### src/rtl/mem_port_arbiter_pkg.sv
// Shared definitions for the data-RAM port arbiter.
//   - access-size encodings used on d_mask / ram_mask
//   - requester identifiers (owner of the latched request, last round-robin grant)
//   - arbiter FSM state encoding
//   - default RAM size and a helper returning access size in bytes
package mem_port_arbiter_pkg;

   localparam int unsigned MEM_BYTES_DEFAULT = 1024;

   localparam logic [1:0] MASK_BYTE = 2'b00;
   localparam logic [1:0] MASK_HALF = 2'b01;
   localparam logic [1:0] MASK_WORD = 2'b10;  // any mask with bit 1 set is a word

   localparam logic OWNER_IF = 1'b0;
   localparam logic OWNER_D  = 1'b1;

   typedef enum logic [1:0] {
      StIdle   = 2'd0,
      StAccess = 2'd1,
      StResp   = 2'd2
   } arb_state_e;

   // Number of bytes touched by an access with the given mask.
   function automatic logic [2:0] access_size(input logic [1:0] mask);
      if (mask[1]) begin
         access_size = 3'd4;
      end else if (mask[0]) begin
         access_size = 3'd2;
      end else begin
         access_size = 3'd1;
      end
   endfunction

endpackage

### src/rtl/mem_port_arbiter_rr_arb2.sv
// Two-way round-robin arbiter.
//   clk, rst_n         clock, asynchronous active-low reset
//   req_if, req_d      request lines from instruction fetch and load/store unit
//   en                 arbitration allowed this cycle; a grant issued while en=1
//                      is a handshake and updates the history
//   grant_if, grant_d  one-hot (or zero) grant, combinational from the requests
// On conflict the requester that did not win last time is granted. The history
// resets to D so the first conflict after reset goes to IF.
module rr_arb2
   import mem_port_arbiter_pkg::*;
(
   input  logic clk,
   input  logic rst_n,
   input  logic req_if,
   input  logic req_d,
   input  logic en,
   output logic grant_if,
   output logic grant_d
);

   logic last_grant_q;

   always_comb begin
      grant_if = 1'b0;
      grant_d  = 1'b0;
      if (en) begin
         grant_if = req_if & (~req_d | (last_grant_q == OWNER_D));
         grant_d  = req_d & ~grant_if;
      end
   end

   always_ff @(posedge clk or negedge rst_n) begin
      if (!rst_n) begin
         last_grant_q <= OWNER_D;
      end else if (grant_if || grant_d) begin
         last_grant_q <= grant_d ? OWNER_D : OWNER_IF;
      end
   end

endmodule

### src/rtl/mem_port_arbiter.sv
// Shares one byte-addressed data RAM between instruction fetch (word reads) and the
// load/store unit (byte/half/word, read/write).
//   clk, rst_n                     clock, asynchronous active-low reset
//   if_req_valid/if_req_ready      IF request handshake, if_addr byte address
//   if_resp_valid/if_rdata/if_resp_err   one-cycle IF response
//   d_req_valid/d_req_ready        D request handshake with d_we, d_addr, d_mask,
//                                  d_signed_ext, d_wdata
//   d_resp_valid/d_rdata/d_resp_err      one-cycle D response
//   ram_we/ram_addr/ram_mask/ram_signed_ext/ram_wdata   RAM drive
//   ram_rdata                      combinational RAM read data
// A request is latched on handshake (IDLE), replayed on the RAM port for one cycle
// (ACCESS) and answered for one cycle (RESP): one access every three cycles.
module mem_port_arbiter
   import mem_port_arbiter_pkg::*;
#(
   parameter int unsigned MEM_BYTES = MEM_BYTES_DEFAULT,
   parameter int unsigned ADDR_W    = 32
) (
   input  logic              clk,
   input  logic              rst_n,
   // instruction fetch
   input  logic              if_req_valid,
   output logic              if_req_ready,
   input  logic [ADDR_W-1:0] if_addr,
   output logic              if_resp_valid,
   output logic [31:0]       if_rdata,
   output logic              if_resp_err,
   // load/store unit
   input  logic              d_req_valid,
   output logic              d_req_ready,
   input  logic              d_we,
   input  logic [ADDR_W-1:0] d_addr,
   input  logic [1:0]        d_mask,
   input  logic              d_signed_ext,
   input  logic [31:0]       d_wdata,
   output logic              d_resp_valid,
   output logic [31:0]       d_rdata,
   output logic              d_resp_err,
   // RAM
   output logic              ram_we,
   output logic [ADDR_W-1:0] ram_addr,
   output logic [1:0]        ram_mask,
   output logic              ram_signed_ext,
   output logic [31:0]       ram_wdata,
   input  logic [31:0]       ram_rdata
);

   arb_state_e        state_q, state_d;
   logic [ADDR_W-1:0] addr_q;
   logic              we_q;
   logic [1:0]        mask_q;
   logic              sext_q;
   logic [31:0]       wdata_q;
   logic              owner_q;
   logic              err_q;
   logic [31:0]       rdata_q;

   logic              in_idle;
   logic              handshake;
   logic [ADDR_W-1:0] req_addr;
   logic              req_we;
   logic [1:0]        req_mask;
   logic              req_sext;
   logic [31:0]       req_wdata;
   logic              req_misaligned;
   logic [ADDR_W:0]   req_end;
   logic              req_err;
   logic              resp_if;
   logic              resp_d;

   assign in_idle = (state_q == StIdle);

   rr_arb2 u_rr_arb2 (
      .clk      (clk),
      .rst_n    (rst_n),
      .req_if   (if_req_valid),
      .req_d    (d_req_valid),
      .en       (in_idle),
      .grant_if (if_req_ready),
      .grant_d  (d_req_ready)
   );

   assign handshake = if_req_ready | d_req_ready;

   // Select the granted request; IF is always a plain word read.
   always_comb begin
      req_addr  = if_addr;
      req_we    = 1'b0;
      req_mask  = MASK_WORD;
      req_sext  = 1'b0;
      req_wdata = '0;
      if (d_req_ready) begin
         req_addr  = d_addr;
         req_we    = d_we;
         req_mask  = d_mask;
         req_sext  = d_signed_ext;
         req_wdata = d_wdata;
      end
   end

   // End address is formed one bit wider so an access near the top of the address
   // space cannot wrap around and pass the range check.
   always_comb begin
      req_misaligned = 1'b0;
      if (req_mask[1]) begin
         req_misaligned = (req_addr[1:0] != 2'b00);
      end else if (req_mask[0]) begin
         req_misaligned = req_addr[0];
      end
      req_end = {1'b0, req_addr} + (ADDR_W+1)'(access_size(req_mask));
      req_err = req_misaligned | (req_end > (ADDR_W+1)'(MEM_BYTES));
   end

   always_comb begin
      state_d = state_q;
      unique case (state_q)
         StIdle:   if (handshake) state_d = StAccess;
         StAccess: state_d = StResp;
         StResp:   state_d = StIdle;
         default:  state_d = StIdle;
      endcase
   end

   always_ff @(posedge clk or negedge rst_n) begin
      if (!rst_n) begin
         state_q <= StIdle;
      end else begin
         state_q <= state_d;
      end
   end

   always_ff @(posedge clk or negedge rst_n) begin
      if (!rst_n) begin
         addr_q  <= '0;
         we_q    <= 1'b0;
         mask_q  <= 2'b00;
         sext_q  <= 1'b0;
         wdata_q <= '0;
         owner_q <= OWNER_IF;
         err_q   <= 1'b0;
         rdata_q <= '0;
      end else begin
         if (in_idle && handshake) begin
            addr_q  <= req_addr;
            we_q    <= req_we;
            mask_q  <= req_mask;
            sext_q  <= req_sext;
            wdata_q <= req_wdata;
            owner_q <= d_req_ready ? OWNER_D : OWNER_IF;
            err_q   <= req_err;
         end
         if (state_q == StAccess) begin
            rdata_q <= (we_q || err_q) ? 32'h0 : ram_rdata;
         end
      end
   end

   // ram_we depends on the state register directly so it falls with rst_n.
   assign ram_we         = (state_q == StAccess) & we_q & ~err_q;
   assign ram_addr       = addr_q;
   assign ram_mask       = mask_q;
   assign ram_signed_ext = sext_q;
   assign ram_wdata      = wdata_q;

   assign resp_if = (state_q == StResp) & (owner_q == OWNER_IF);
   assign resp_d  = (state_q == StResp) & (owner_q == OWNER_D);

   assign if_resp_valid = resp_if;
   assign if_rdata      = resp_if ? rdata_q : 32'h0;
   assign if_resp_err   = resp_if & err_q;
   assign d_resp_valid  = resp_d;
   assign d_rdata       = resp_d ? rdata_q : 32'h0;
   assign d_resp_err    = resp_d & err_q;

endmodule

### config.mk
export PLATFORM = sky130hd
export DESIGN_NAME = mem_port_arbiter
export DESIGN_NICKNAME = d
export VERILOG_FILES = /design/src/rtl/mem_port_arbiter_pkg.sv /design/src/rtl/mem_port_arbiter_rr_arb2.sv /design/src/rtl/mem_port_arbiter.sv
export SDC_FILE = /design/constraint.sdc
export NUM_CORES = 1
export LEC_CHECK = 0
export CORE_MARGIN = 1.5
export CORE_UTILIZATION = 42
export CTS_CLUSTER_SIZE = 10
export DETAILED_ROUTE_END_ITERATION = 12
export HOLD_SLACK_MARGIN = 0.05
export PLACE_DENSITY_LB_ADDON = 0.12
export SLEW_MARGIN = 20
export SYNTH_ARGS = -nofsm -noshare
export SYNTH_HDL_FRONTEND = slang
export SYNTH_SLANG_ARGS = --single-unit
### constraint.sdc
create_clock -name clk -period 5.2 [get_ports clk]
set_input_delay 1.04 -clock clk [delete_from_list [all_inputs] [get_ports clk]]
set_output_delay 1.04 -clock clk [all_outputs]
set_load 0.05 [all_outputs]
==> impl_results.html, run 1 <==
<table>
<tr><th>Metric</th><th>Value</th></tr>
<tr><th colspan="2">Route</th></tr>
<tr><td>Post-route antenna net violation count</td><td>0</td></tr>
<tr><td>Remaining DRCs</td><td>0</td></tr>
<tr><td>Detailed-route via count</td><td>6,145</td></tr>
<tr><td>Number of DRC markers after the initial detailed-route iteration</td><td>361</td></tr>
<tr><td>Length of the first detailed-routing pass in iterations</td><td>5</td></tr>
<tr><td>Via density</td><td>5.66</td></tr>
<tr><td>WL per Instance</td><td>18.6 µm</td></tr>
<tr><td>Routed wire length</td><td>~20,000 µm</td></tr>
<tr><th colspan="2">Min path</th></tr>
<tr><td>Hold Crit Endpoint</td><td>ram_addr[1]</td></tr>
<tr><td>Number of cells on the worst hold path</td><td>2</td></tr>
<tr><td>Startpoint of the tightest hold check path</td><td>ram_addr[1]</td></tr>
<tr><td>Path class of the lowest-slack min-delay path</td><td>flop to flop</td></tr>
<tr><th colspan="2">Global routing</th></tr>
<tr><td>GR Overflow Total</td><td>0</td></tr>
<tr><td>Antenna violations before repair</td><td>0</td></tr>
<tr><td>Pin count of the biggest net entering global routing</td><td>70</td></tr>
<tr><td>Total Routing Usage GR</td><td>0.265</td></tr>
<tr><td>First-pass GRT wire length</td><td>between 30,000 and 40,000 µm</td></tr>
<tr><td>Vias in the first global route</td><td>6,022</td></tr>
<tr><th colspan="2">STA</th></tr>
<tr><td>Final critical path time including I/O delays and setup</td><td>approximately 4700 ps</td></tr>
<tr><td>RSZ-0062 raised after global routing</td><td>false</td></tr>
<tr><td>Relative slew margins</td><td>0.392</td></tr>
<tr><td>Final hold slack</td><td>478 ps</td></tr>
<tr><td>Number of hold-slack violations in the final timing report</td><td>0</td></tr>
<tr><td>Final setup TNS</td><td>0 ps</td></tr>
<tr><td>Total of endpoints with negative setup slack in the final report</td><td>0</td></tr>
<tr><td>Final period util</td><td>0.902</td></tr>
<tr><td>Peak clock frequency supported by timing</td><td>213 MHz</td></tr>
<tr><td>Slew at the pin closest to its max-slew limit</td><td>913 ps</td></tr>
<tr><td>Final Skew</td><td>8.83 ps</td></tr>
<tr><td>Max Transition Viols Final</td><td>0</td></tr>
<tr><th colspan="2">Placed design</th></tr>
<tr><td>Post-detailed-placement half-perimeter wirelength</td><td>15,500 µm</td></tr>
<tr><td>Final weighted congestion of routability-driven global placement</td><td>0.951</td></tr>
<tr><td>IO Port Bufs</td><td>between 200 and 300</td></tr>
<tr><td># placed instances</td><td>1,069</td></tr>
<tr><th colspan="2">Clocking</th></tr>
<tr><td>Count of clock tree sinks</td><td>about 110</td></tr>
<tr><td>Number of H-tree levels</td><td>3</td></tr>
<tr><td>Cts hold-fix bufs</td><td>0</td></tr>
<tr><td>Clock buffer count from CTS</td><td>9</td></tr>
<tr><td>Worst skew pair latency</td><td>360 ps</td></tr>
<tr><td>Number of instances resized during post-cts repair</td><td>0</td></tr>
<tr><td>Bufs on Longest Clock Path</td><td>2</td></tr>
<tr><td>Buffer count from post-CTS setup fixing</td><td>0</td></tr>
<tr><td>Clock transition at the registers of the reported paths</td><td>80 ps</td></tr>
<tr><td>Clock tree from TritonCTS</td><td>built</td></tr>
<tr><td>Buffer type at the clock tree root</td><td>sky130_fd_sc_hd__clkbuf_16</td></tr>
<tr><th colspan="2">Floorplan</th></tr>
<tr><td>Horizontal die dimension</td><td>122 µm</td></tr>
<tr><td>Core outline area</td><td>13,900 µm²</td></tr>
<tr><td>Die Y</td><td>122 µm</td></tr>
<tr><td>Starting utilization of the core area</td><td>0.431</td></tr>
<tr><td>Std-Cell Rows</td><td>43</td></tr>
<tr><td>I/O pin count</td><td>~270</td></tr>
<tr><td>Die ar.</td><td>15,000 µm²</td></tr>
<tr><th colspan="2">Synthesis</th></tr>
<tr><td>Mean cell area of the mapped netlist</td><td>9.32 µm²</td></tr>
<tr><td>Post-synthesis cell area</td><td>5980 µm²</td></tr>
<tr><td>Number of synthesis warnings</td><td>0</td></tr>
<tr><td>Post-synth EDFFs</td><td>0</td></tr>
<tr><td>Fraction of registers with async set/reset</td><td>1.00</td></tr>
<tr><td>Number of flip-flops and latches in the synthesized netlist</td><td>105</td></tr>
<tr><td>Post-synth top flop</td><td>sky130_fd_sc_hd__dfrtp_1</td></tr>
<tr><td>Net count after synthesis</td><td>780</td></tr>
<tr><td>Register area share after synthesis</td><td>0.440</td></tr>
<tr><td>Synthesized instance count</td><td>between 600 and 700</td></tr>
<tr><td>Unique cell type count in the Yosys netlist</td><td>62</td></tr>
<tr><th colspan="2">Power</th></tr>
<tr><td>Max rail drop VDD</td><td>between 0.0003 and 0.0004 V</td></tr>
<tr><td>Power density over cell area</td><td>between 400 and 500 nW/µm²</td></tr>
<tr><td>Reported leakage power</td><td>about 3.8 nW</td></tr>
<tr><th colspan="2">Worst setup path</th></tr>
<tr><td>Data arrival time of the critical path</td><td>4920 ps</td></tr>
<tr><td>Number of cell instances on the worst register-to-register path</td><td>13</td></tr>
<tr><td>RR Startpoint</td><td>state_q[0]</td></tr>
<tr><td>Critical path endpoint category</td><td>flop</td></tr>
<tr><td>Largest fanout on the critical path</td><td>8</td></tr>
<tr><td>Worst setup SP type</td><td>primary input</td></tr>
<tr><td>FF-to-FF setup slack</td><td>approximately 1200 ps</td></tr>
<tr><td>Req. time, crit path</td><td>5430 ps</td></tr>
<tr><td>Endpoint of the worst register-to-register path</td><td>err_q</td></tr>
<tr><td>Type of the worst setup path</td><td>primary input to flop</td></tr>
<tr><th colspan="2">Outcome</th></tr>
<tr><td>Result of the run</td><td>finished clean</td></tr>
<tr><th colspan="2">Finish</th></tr>
<tr><td>Area Overhead vs Synth</td><td>54.3%</td></tr>
<tr><td>Final net count</td><td>1,039</td></tr>
<tr><td>Diodes inserted</td><td>0</td></tr>
<tr><td>Final Instance Count excl. Fillers</td><td>1,085</td></tr>
<tr><td>Fraction of final layout cells with drive strength greater than 1</td><td>0.0597</td></tr>
<tr><th colspan="2">Job</th></tr>
<tr><td>Number of maximum-capacitance constraint violations</td><td>0</td></tr>
</table>
==> per-layer routing <==
layer  share of wire  wire length, µm  GRT usage
met1            0.38             7770      0.306
met2            0.51            10300      0.473
met3           0.076             1530     0.0576
met4           0.031              631      0.113
met5               0                0          0
==> worst max path at each step <==
| stage | endpoint | slack (ps) | from |
|---|---|---|---|
| floorplan | err_q | 120 | d_req_valid |
| global placement | err_q | 290 | d_req_valid |
| detailed placement | err_q | 200 | d_req_valid |
| CTS | err_q | 570 | d_req_valid |
| global route | err_q | 240 | d_req_valid |
| finish | err_q | 510 | d_req_valid |
==> state kept, by name (all words and copies together) (netlist names) <==
register                flops
ram_mask                    2
ram_addr                   32
we_q                        1
u_rr_arb2.last_grant_q      1
state_q                     2
ram_wdata                  32
owner_q                     1
err_q                       1
ram_signed_ext              1
rdata_q                    32
==> critical path: stages <==
cell and delay, ps:
sky130_fd_sc_hd__clkdlybuf4s50_1 480, sky130_fd_sc_hd__or3b_1 380, sky130_fd_sc_hd__or2_2 320, sky130_fd_sc_hd__nand2_1 90
sky130_fd_sc_hd__nand2_1 100, sky130_fd_sc_hd__ha_1 280, sky130_fd_sc_hd__fa_1 460, sky130_fd_sc_hd__maj3_1 400
sky130_fd_sc_hd__nor4b_1 170, sky130_fd_sc_hd__a32o_2 280, sky130_fd_sc_hd__or2_1 220, sky130_fd_sc_hd__a221o_1 320
sky130_fd_sc_hd__nor4b_2 260, sky130_fd_sc_hd__a31oi_1 100
==> cells in the final DEF, fill, tap and decap left out, drive strengths merged, types with 5 or more instances in the layout <==
cell,instances
clkdlybuf4s50,271
dfrtp,104
nand2,92
and2,71
a22o,69
nor2,39
a31oi,26
o21ai,20
buf,19
nand3,17
a21oi,16
mux2i,16
nor4,13
xor2,12
xnor2,11
nor3,11
and3,9
nand4,9
clkbuf,9
inv,9
nor3b,6
nor4b,5
==> per-stage QoR <==
| step | instance area [µm²] | worst slack [ps] | util | power (mW) |
|---|---|---|---|---|
| finish | 9220 | 510 | 0.664 | 4.59 |
| global route | 9220 | 235 | 0.664 | 4.81 |
| CTS | 9220 | 570 | 0.664 | 4.62 |
| detailed placement | 8900 | 205 | 0.642 | 3.88 |
| global placement | 8900 | 290 | 0.642 | 3.83 |
| floorplan | 5980 | 118 | - | 2.94 |
==> synthesized netlist by cell type, drive strengths merged, types with 5 or more instances <==
| master | n | area [µm²] |
|---|---|---|
| clkbuf | 28 | 105 |
| nor4 | 13 | 81.3 |
| xor2 | 12 | 105 |
| nand3 | 17 | 90.1 |
| mux2i | 16 | 160 |
| and2 | 71 | 444 |
| o21ai | 20 | 100 |
| nand2 | 92 | 345 |
| dfrtp | 104 | 2600 |
| and3 | 9 | 56.3 |
| nor4b | 5 | 50.0 |
| inv | 5 | 18.8 |
| xnor2 | 11 | 96.3 |
| nor3b | 6 | 45.0 |
| nor3 | 11 | 55.1 |
| a22o | 69 | 606 |
| a31oi | 26 | 169 |
| nor2 | 39 | 149 |
| a21oi | 16 | 80.1 |
| buf | 14 | 85.1 |
| nand4 | 9 | 56.3 |
==> report_power, final <==
part | leakage, nW | internal [mW] | switching, mW
registers | 1.34 | 1.09 | 0.156
clock network | 0.156 | 0.387 | 0.339
logic | 2.35 | 0.883 | 1.73
==> final cells by class <==
class                      count  area (µm²)
fill                        1109        4660
multi-input combinational    488        3160
timing repair buffer         290        2870
sequential                   105        2630
clock buffer                   9         225
tap                          180         225
clock inverter                 7        92.6
inverter                       6        27.5
==> logic make-up after synthesis <==
| kind of cell | Yosys count | share of synthesized area |
|---|---|---|
| XOR/XNOR | 23 | 0.0337 |
| AO/OA/AOI/OAI | 159 | 0.206 |
| multiplexers | 18 | 0.0306 |
| adder cells (fa/ha/maj) | 4 | 0.00921 |
| flip-flops | 105 | 0.440 |
| buffers and inverters | 48 | 0.0364 |
| AND/OR/NAND/NOR | 284 | 0.244 |
Note: power is estimated with default switching activity, not from simulation.
==> run 2, diff against run 1 <==
--- a/config.mk
+++ b/config.mk
@@ -15,3 +15,4 @@
 export SYNTH_ARGS = -nofsm -noshare
 export SYNTH_HDL_FRONTEND = slang
 export SYNTH_SLANG_ARGS = --single-unit
+export TNS_END_PERCENT = 30
==> results of run 2 <==
The final DEF is identical to that of run 1; final timing and power are the same.
==> run 3, diff against run 2 <==
==> constraint.sdc (replaced) <==
create_clock -name clk -period 5.2 [get_ports clk]
set_input_delay 0.78 -clock clk [delete_from_list [all_inputs] [get_ports clk]]
set_output_delay 0.78 -clock clk [all_outputs]
set_load 0.05 [all_outputs]
==> impl_results.html, run 3 (synthesis results as in run 1) <==
<table>
<tr><th>Metric</th><th>Value</th></tr>
<tr><th colspan="2">Global routing</th></tr>
<tr><td>GR Overflow Total</td><td>0 (unchanged)</td></tr>
<tr><td>First-pass GRT wire length</td><td>30,300 µm (-1.4%)</td></tr>
<tr><td>Antenna violations before repair</td><td>0 (unchanged)</td></tr>
<tr><td>Total Routing Usage GR</td><td>0.260 (-0.00488)</td></tr>
<tr><td>Vias in the first global route</td><td>5,763 (-4.3%)</td></tr>
<tr><td>Pin count of the biggest net entering global routing</td><td>60 (-14%)</td></tr>
<tr><th colspan="2">Worst setup path</th></tr>
<tr><td>FF-to-FF setup slack</td><td>1100 ps (-100 ps)</td></tr>
<tr><td>Req. time, crit path</td><td>5430 ps (about the same)</td></tr>
<tr><td>Worst setup SP type</td><td>primary input</td></tr>
<tr><td>Endpoint of the worst register-to-register path</td><td>err_q</td></tr>
<tr><td>Stage delay of the slowest cell on the critical path</td><td>570 ps (+90 ps)</td></tr>
<tr><td>Critical Path, Cell by Cell</td><td>clkdlybuf4s50_1 -&gt; or3b_1 -&gt; or2_2 -&gt; nand2_1 -&gt; nand2_1 -&gt; ha_1 -&gt; fa_1 -&gt; maj3_1 -&gt; nor4b_1 -&gt; a32o_2 -&gt; or2_1 -&gt; a221o_1 -&gt; nor4b_2 -&gt; a31oi_1</td></tr>
<tr><td>Worst Path Buf+Inv</td><td>1 (unchanged)</td></tr>
<tr><td>RR Startpoint</td><td>state_q[0]</td></tr>
<tr><td>Number of cell instances on the worst register-to-register path</td><td>13 (unchanged)</td></tr>
<tr><td>Type of the worst setup path</td><td>primary input to flop</td></tr>
<tr><td>Worst path most repeated cell</td><td>sky130_fd_sc_hd__nand2_1</td></tr>
<tr><td>Largest fanout on the critical path</td><td>8 (unchanged)</td></tr>
<tr><td>Family with the most delay on the worst path</td><td>simple AND/OR/NAND/NOR gates</td></tr>
<tr><td>Critical-path top delay cell</td><td>sky130_fd_sc_hd__clkdlybuf4s50_1</td></tr>
<tr><td>Critical path endpoint category</td><td>flop</td></tr>
<tr><td>Data arrival time of the critical path</td><td>4880 ps (-40 ps)</td></tr>
<tr><th colspan="2">Route</th></tr>
<tr><td>WL per Instance</td><td>18.4 µm (-1.3%)</td></tr>
<tr><td>Remaining DRCs</td><td>0 (unchanged)</td></tr>
<tr><td>Length of the first detailed-routing pass in iterations</td><td>6 (+1)</td></tr>
<tr><td>Via density</td><td>5.54 (-2.1%)</td></tr>
<tr><td>Routed wire length</td><td>19,900 µm (-1.8%)</td></tr>
<tr><td>Detailed-route via count</td><td>5,988 (-2.6%)</td></tr>
<tr><td>Post-route antenna net violation count</td><td>0 (unchanged)</td></tr>
<tr><td>Number of DRC markers after the initial detailed-route iteration</td><td>511 (+42%)</td></tr>
<tr><th colspan="2">Floorplan</th></tr>
<tr><td>Core outline area</td><td>13,900 µm² (unchanged)</td></tr>
<tr><td>Starting utilization of the core area</td><td>0.431 (unchanged)</td></tr>
<tr><td>Die Y</td><td>122 µm (unchanged)</td></tr>
<tr><td>I/O pin count</td><td>274 (unchanged)</td></tr>
<tr><td>Die ar.</td><td>15,000 µm² (unchanged)</td></tr>
<tr><td>Std-Cell Rows</td><td>43 (unchanged)</td></tr>
<tr><td>Horizontal die dimension</td><td>122 µm (unchanged)</td></tr>
<tr><th colspan="2">STA</th></tr>
<tr><td>Slew at the pin closest to its max-slew limit</td><td>747 ps (-165 ps)</td></tr>
<tr><td>Final hold slack</td><td>420 ps (-57.9 ps)</td></tr>
<tr><td>Max Transition Viols Final</td><td>0 (unchanged)</td></tr>
<tr><td>Final period util</td><td>0.894 (-0.00779)</td></tr>
<tr><td>RSZ-0062 raised after global routing</td><td>false</td></tr>
<tr><td>Relative slew margins</td><td>0.501 (+0.110)</td></tr>
<tr><td>Final critical path time including I/O delays and setup</td><td>4650 ps (-40.5 ps)</td></tr>
<tr><td>Peak clock frequency supported by timing</td><td>215 MHz (+0.87%)</td></tr>
<tr><td>Total of endpoints with negative setup slack in the final report</td><td>0 (unchanged)</td></tr>
<tr><td>Final Skew</td><td>13.6 ps (+4.75 ps)</td></tr>
<tr><td>Final setup TNS</td><td>0 ps (unchanged)</td></tr>
<tr><td>Number of hold-slack violations in the final timing report</td><td>0 (unchanged)</td></tr>
<tr><th colspan="2">Power</th></tr>
<tr><td>Portion of total power attributed to sequential cells</td><td>0.273 (about the same)</td></tr>
<tr><td>Reported leakage power</td><td>3.82 nW (-0.77%)</td></tr>
<tr><td>Power density over cell area</td><td>496 nW/µm² (-0.37%)</td></tr>
<tr><td>Switching pwr</td><td>2.20 mW (-1.3%)</td></tr>
<tr><td>Max rail drop VDD</td><td>0.000302 V (-22%)</td></tr>
<tr><td>Relative contribution of combinational cells to total power</td><td>0.565 (-0.005)</td></tr>
<tr><td>Clk network pwr share</td><td>0.161 (+0.003)</td></tr>
<tr><td>Internal power</td><td>2.35 mW (-0.35%)</td></tr>
<tr><td>Switching share of total power</td><td>0.483 (-0.00243)</td></tr>
<tr><th colspan="2">Job</th></tr>
<tr><td>Number of maximum-capacitance constraint violations</td><td>0 (unchanged)</td></tr>
<tr><th colspan="2">Finish</th></tr>
<tr><td>Commonest cells after routing, fill and taps aside</td><td>272 x sky130_fd_sc_hd__clkdlybuf4s50_1, 104 x sky130_fd_sc_hd__dfrtp_1, 92 x sky130_fd_sc_hd__nand2_1, 71 x sky130_fd_sc_hd__and2_1, 68 x sky130_fd_sc_hd__a22o_1</td></tr>
<tr><td>Diodes inserted</td><td>0 (unchanged)</td></tr>
<tr><td>Final net count</td><td>1,034 (-0.48%)</td></tr>
<tr><td>Fraction of final layout cells with drive strength greater than 1</td><td>0.0533 (-0.00634)</td></tr>
<tr><td>Number of fill cells</td><td>1,146 (+3.3%)</td></tr>
<tr><td>Area Overhead vs Synth</td><td>53.6%</td></tr>
<tr><td>Most common cell after layout, fill and taps aside</td><td>sky130_fd_sc_hd__clkdlybuf4s50_1</td></tr>
<tr><th colspan="2">Clocking</th></tr>
<tr><td>Cts hold-fix bufs</td><td>0 (unchanged)</td></tr>
<tr><td>Clock buffer count from CTS</td><td>9 (unchanged)</td></tr>
<tr><td>Number of instances resized during post-cts repair</td><td>0 (unchanged)</td></tr>
<tr><td>Bufs on Longest Clock Path</td><td>2 (unchanged)</td></tr>
<tr><td>Clock tree from TritonCTS</td><td>built</td></tr>
<tr><td>Number of H-tree levels</td><td>3 (unchanged)</td></tr>
<tr><td>Worst skew pair latency</td><td>360 ps (about the same)</td></tr>
<tr><td>Buffer type at the clock tree root</td><td>sky130_fd_sc_hd__clkbuf_16</td></tr>
<tr><td>Clock transition at the registers of the reported paths</td><td>80 ps (about the same)</td></tr>
<tr><td>Count of clock tree sinks</td><td>105 (unchanged)</td></tr>
<tr><td>Buffer count from post-CTS setup fixing</td><td>0 (unchanged)</td></tr>
<tr><th colspan="2">Placed design</th></tr>
<tr><td>Post-detailed-placement half-perimeter wirelength</td><td>14,900 µm (-3.7%)</td></tr>
<tr><td>Final weighted congestion of routability-driven global placement</td><td>0.926 (-2.6%)</td></tr>
<tr><td>IO Port Bufs</td><td>273 (unchanged)</td></tr>
<tr><th colspan="2">Outcome</th></tr>
<tr><td>Result of the run</td><td>finished clean</td></tr>
<tr><th colspan="2">Min path</th></tr>
<tr><td>Path class of the lowest-slack min-delay path</td><td>primary input to asynchronous set/reset pin</td></tr>
</table>
[run 3: cell type report]
cell class / count / area, µm² / area share
repair buffers: 285 / 2820 / 0.307
clock buffers: 10 / 239 / 0.0260
flip-flops and latches: 105 / 2630 / 0.286
multi-input cells: 488 / 3160 / 0.344
clock inverters: 6 / 85.1 / 0.00927
well taps: 180 / 225 / 0.0245
inverters: 6 / 27.5 / 0.00300
[run 3: power by group through the flow]
stage                     Sequential [mW]  Combinational (mW)  Clock [mW]
after detailed placement             1.26                2.57           0
final                                1.24                2.57       0.734
after floorplan                      2.11               0.828           0
after CTS                            1.24                2.58       0.753
after global routing                 1.28                2.72       0.781
after global placement               1.25                2.55           0
[run 3: worst max path at each step]
stage | startpoint | end | slack [ps] | cells after the start
6_report | d_req_valid | err_q | 550 | 14
5_1_grt | d_req_valid | err_q | 280 | 16
4_1_cts | d_req_valid | err_q | 590 | 14
3_5_place_dp | d_req_valid | err_q | 220 | 14
3_3_place_gp | d_req_valid | err_q | 350 | 14
2_1_floorplan | d_req_valid | err_q | 250 | 18
[run 3: per-stage QoR]
| stage | cells | setup WS, ps | area, µm² | utilization | power [mW] |
|---|---|---|---|---|---|
| 6_report | 1080 | 551 | 9180 | 0.661 | 4.55 |
| 5_1_grt | 1080 | 279 | 9180 | 0.661 | 4.78 |
| 4_1_cts | 1080 | 590 | 9180 | 0.661 | 4.58 |
| 3_5_place_dp | 1064 | 220 | 8860 | 0.638 | 3.83 |
| 3_3_place_gp | 1064 | 355 | 8860 | 0.638 | 3.80 |
| 2_1_floorplan | 641 | 253 | 5980 | - | 2.94 |
[run 3: worst reg2reg max path, stage by stage (launching register included)]
cell and delay, ps:
sky130_fd_sc_hd__dfrtp_1 430, sky130_fd_sc_hd__or3b_1 430, sky130_fd_sc_hd__or2_2 410, sky130_fd_sc_hd__nand2_1 100, sky130_fd_sc_hd__nand2_1 80, sky130_fd_sc_hd__ha_1 260, sky130_fd_sc_hd__fa_1 480, sky130_fd_sc_hd__maj3_1 400
sky130_fd_sc_hd__nor4b_1 170, sky130_fd_sc_hd__a32o_2 290, sky130_fd_sc_hd__or2_1 230, sky130_fd_sc_hd__a221o_1 320, sky130_fd_sc_hd__nor4b_2 270, sky130_fd_sc_hd__a31oi_1 120
[run 3: routing by layer]
layer  vias to the layer above  track usage  wire (µm)
met1                      2856        0.327       8250
met5                         -            0          0
li1                       2846            -          -
met2                       251        0.446       9900
met3                        35       0.0451       1250
met4                         0        0.102        473
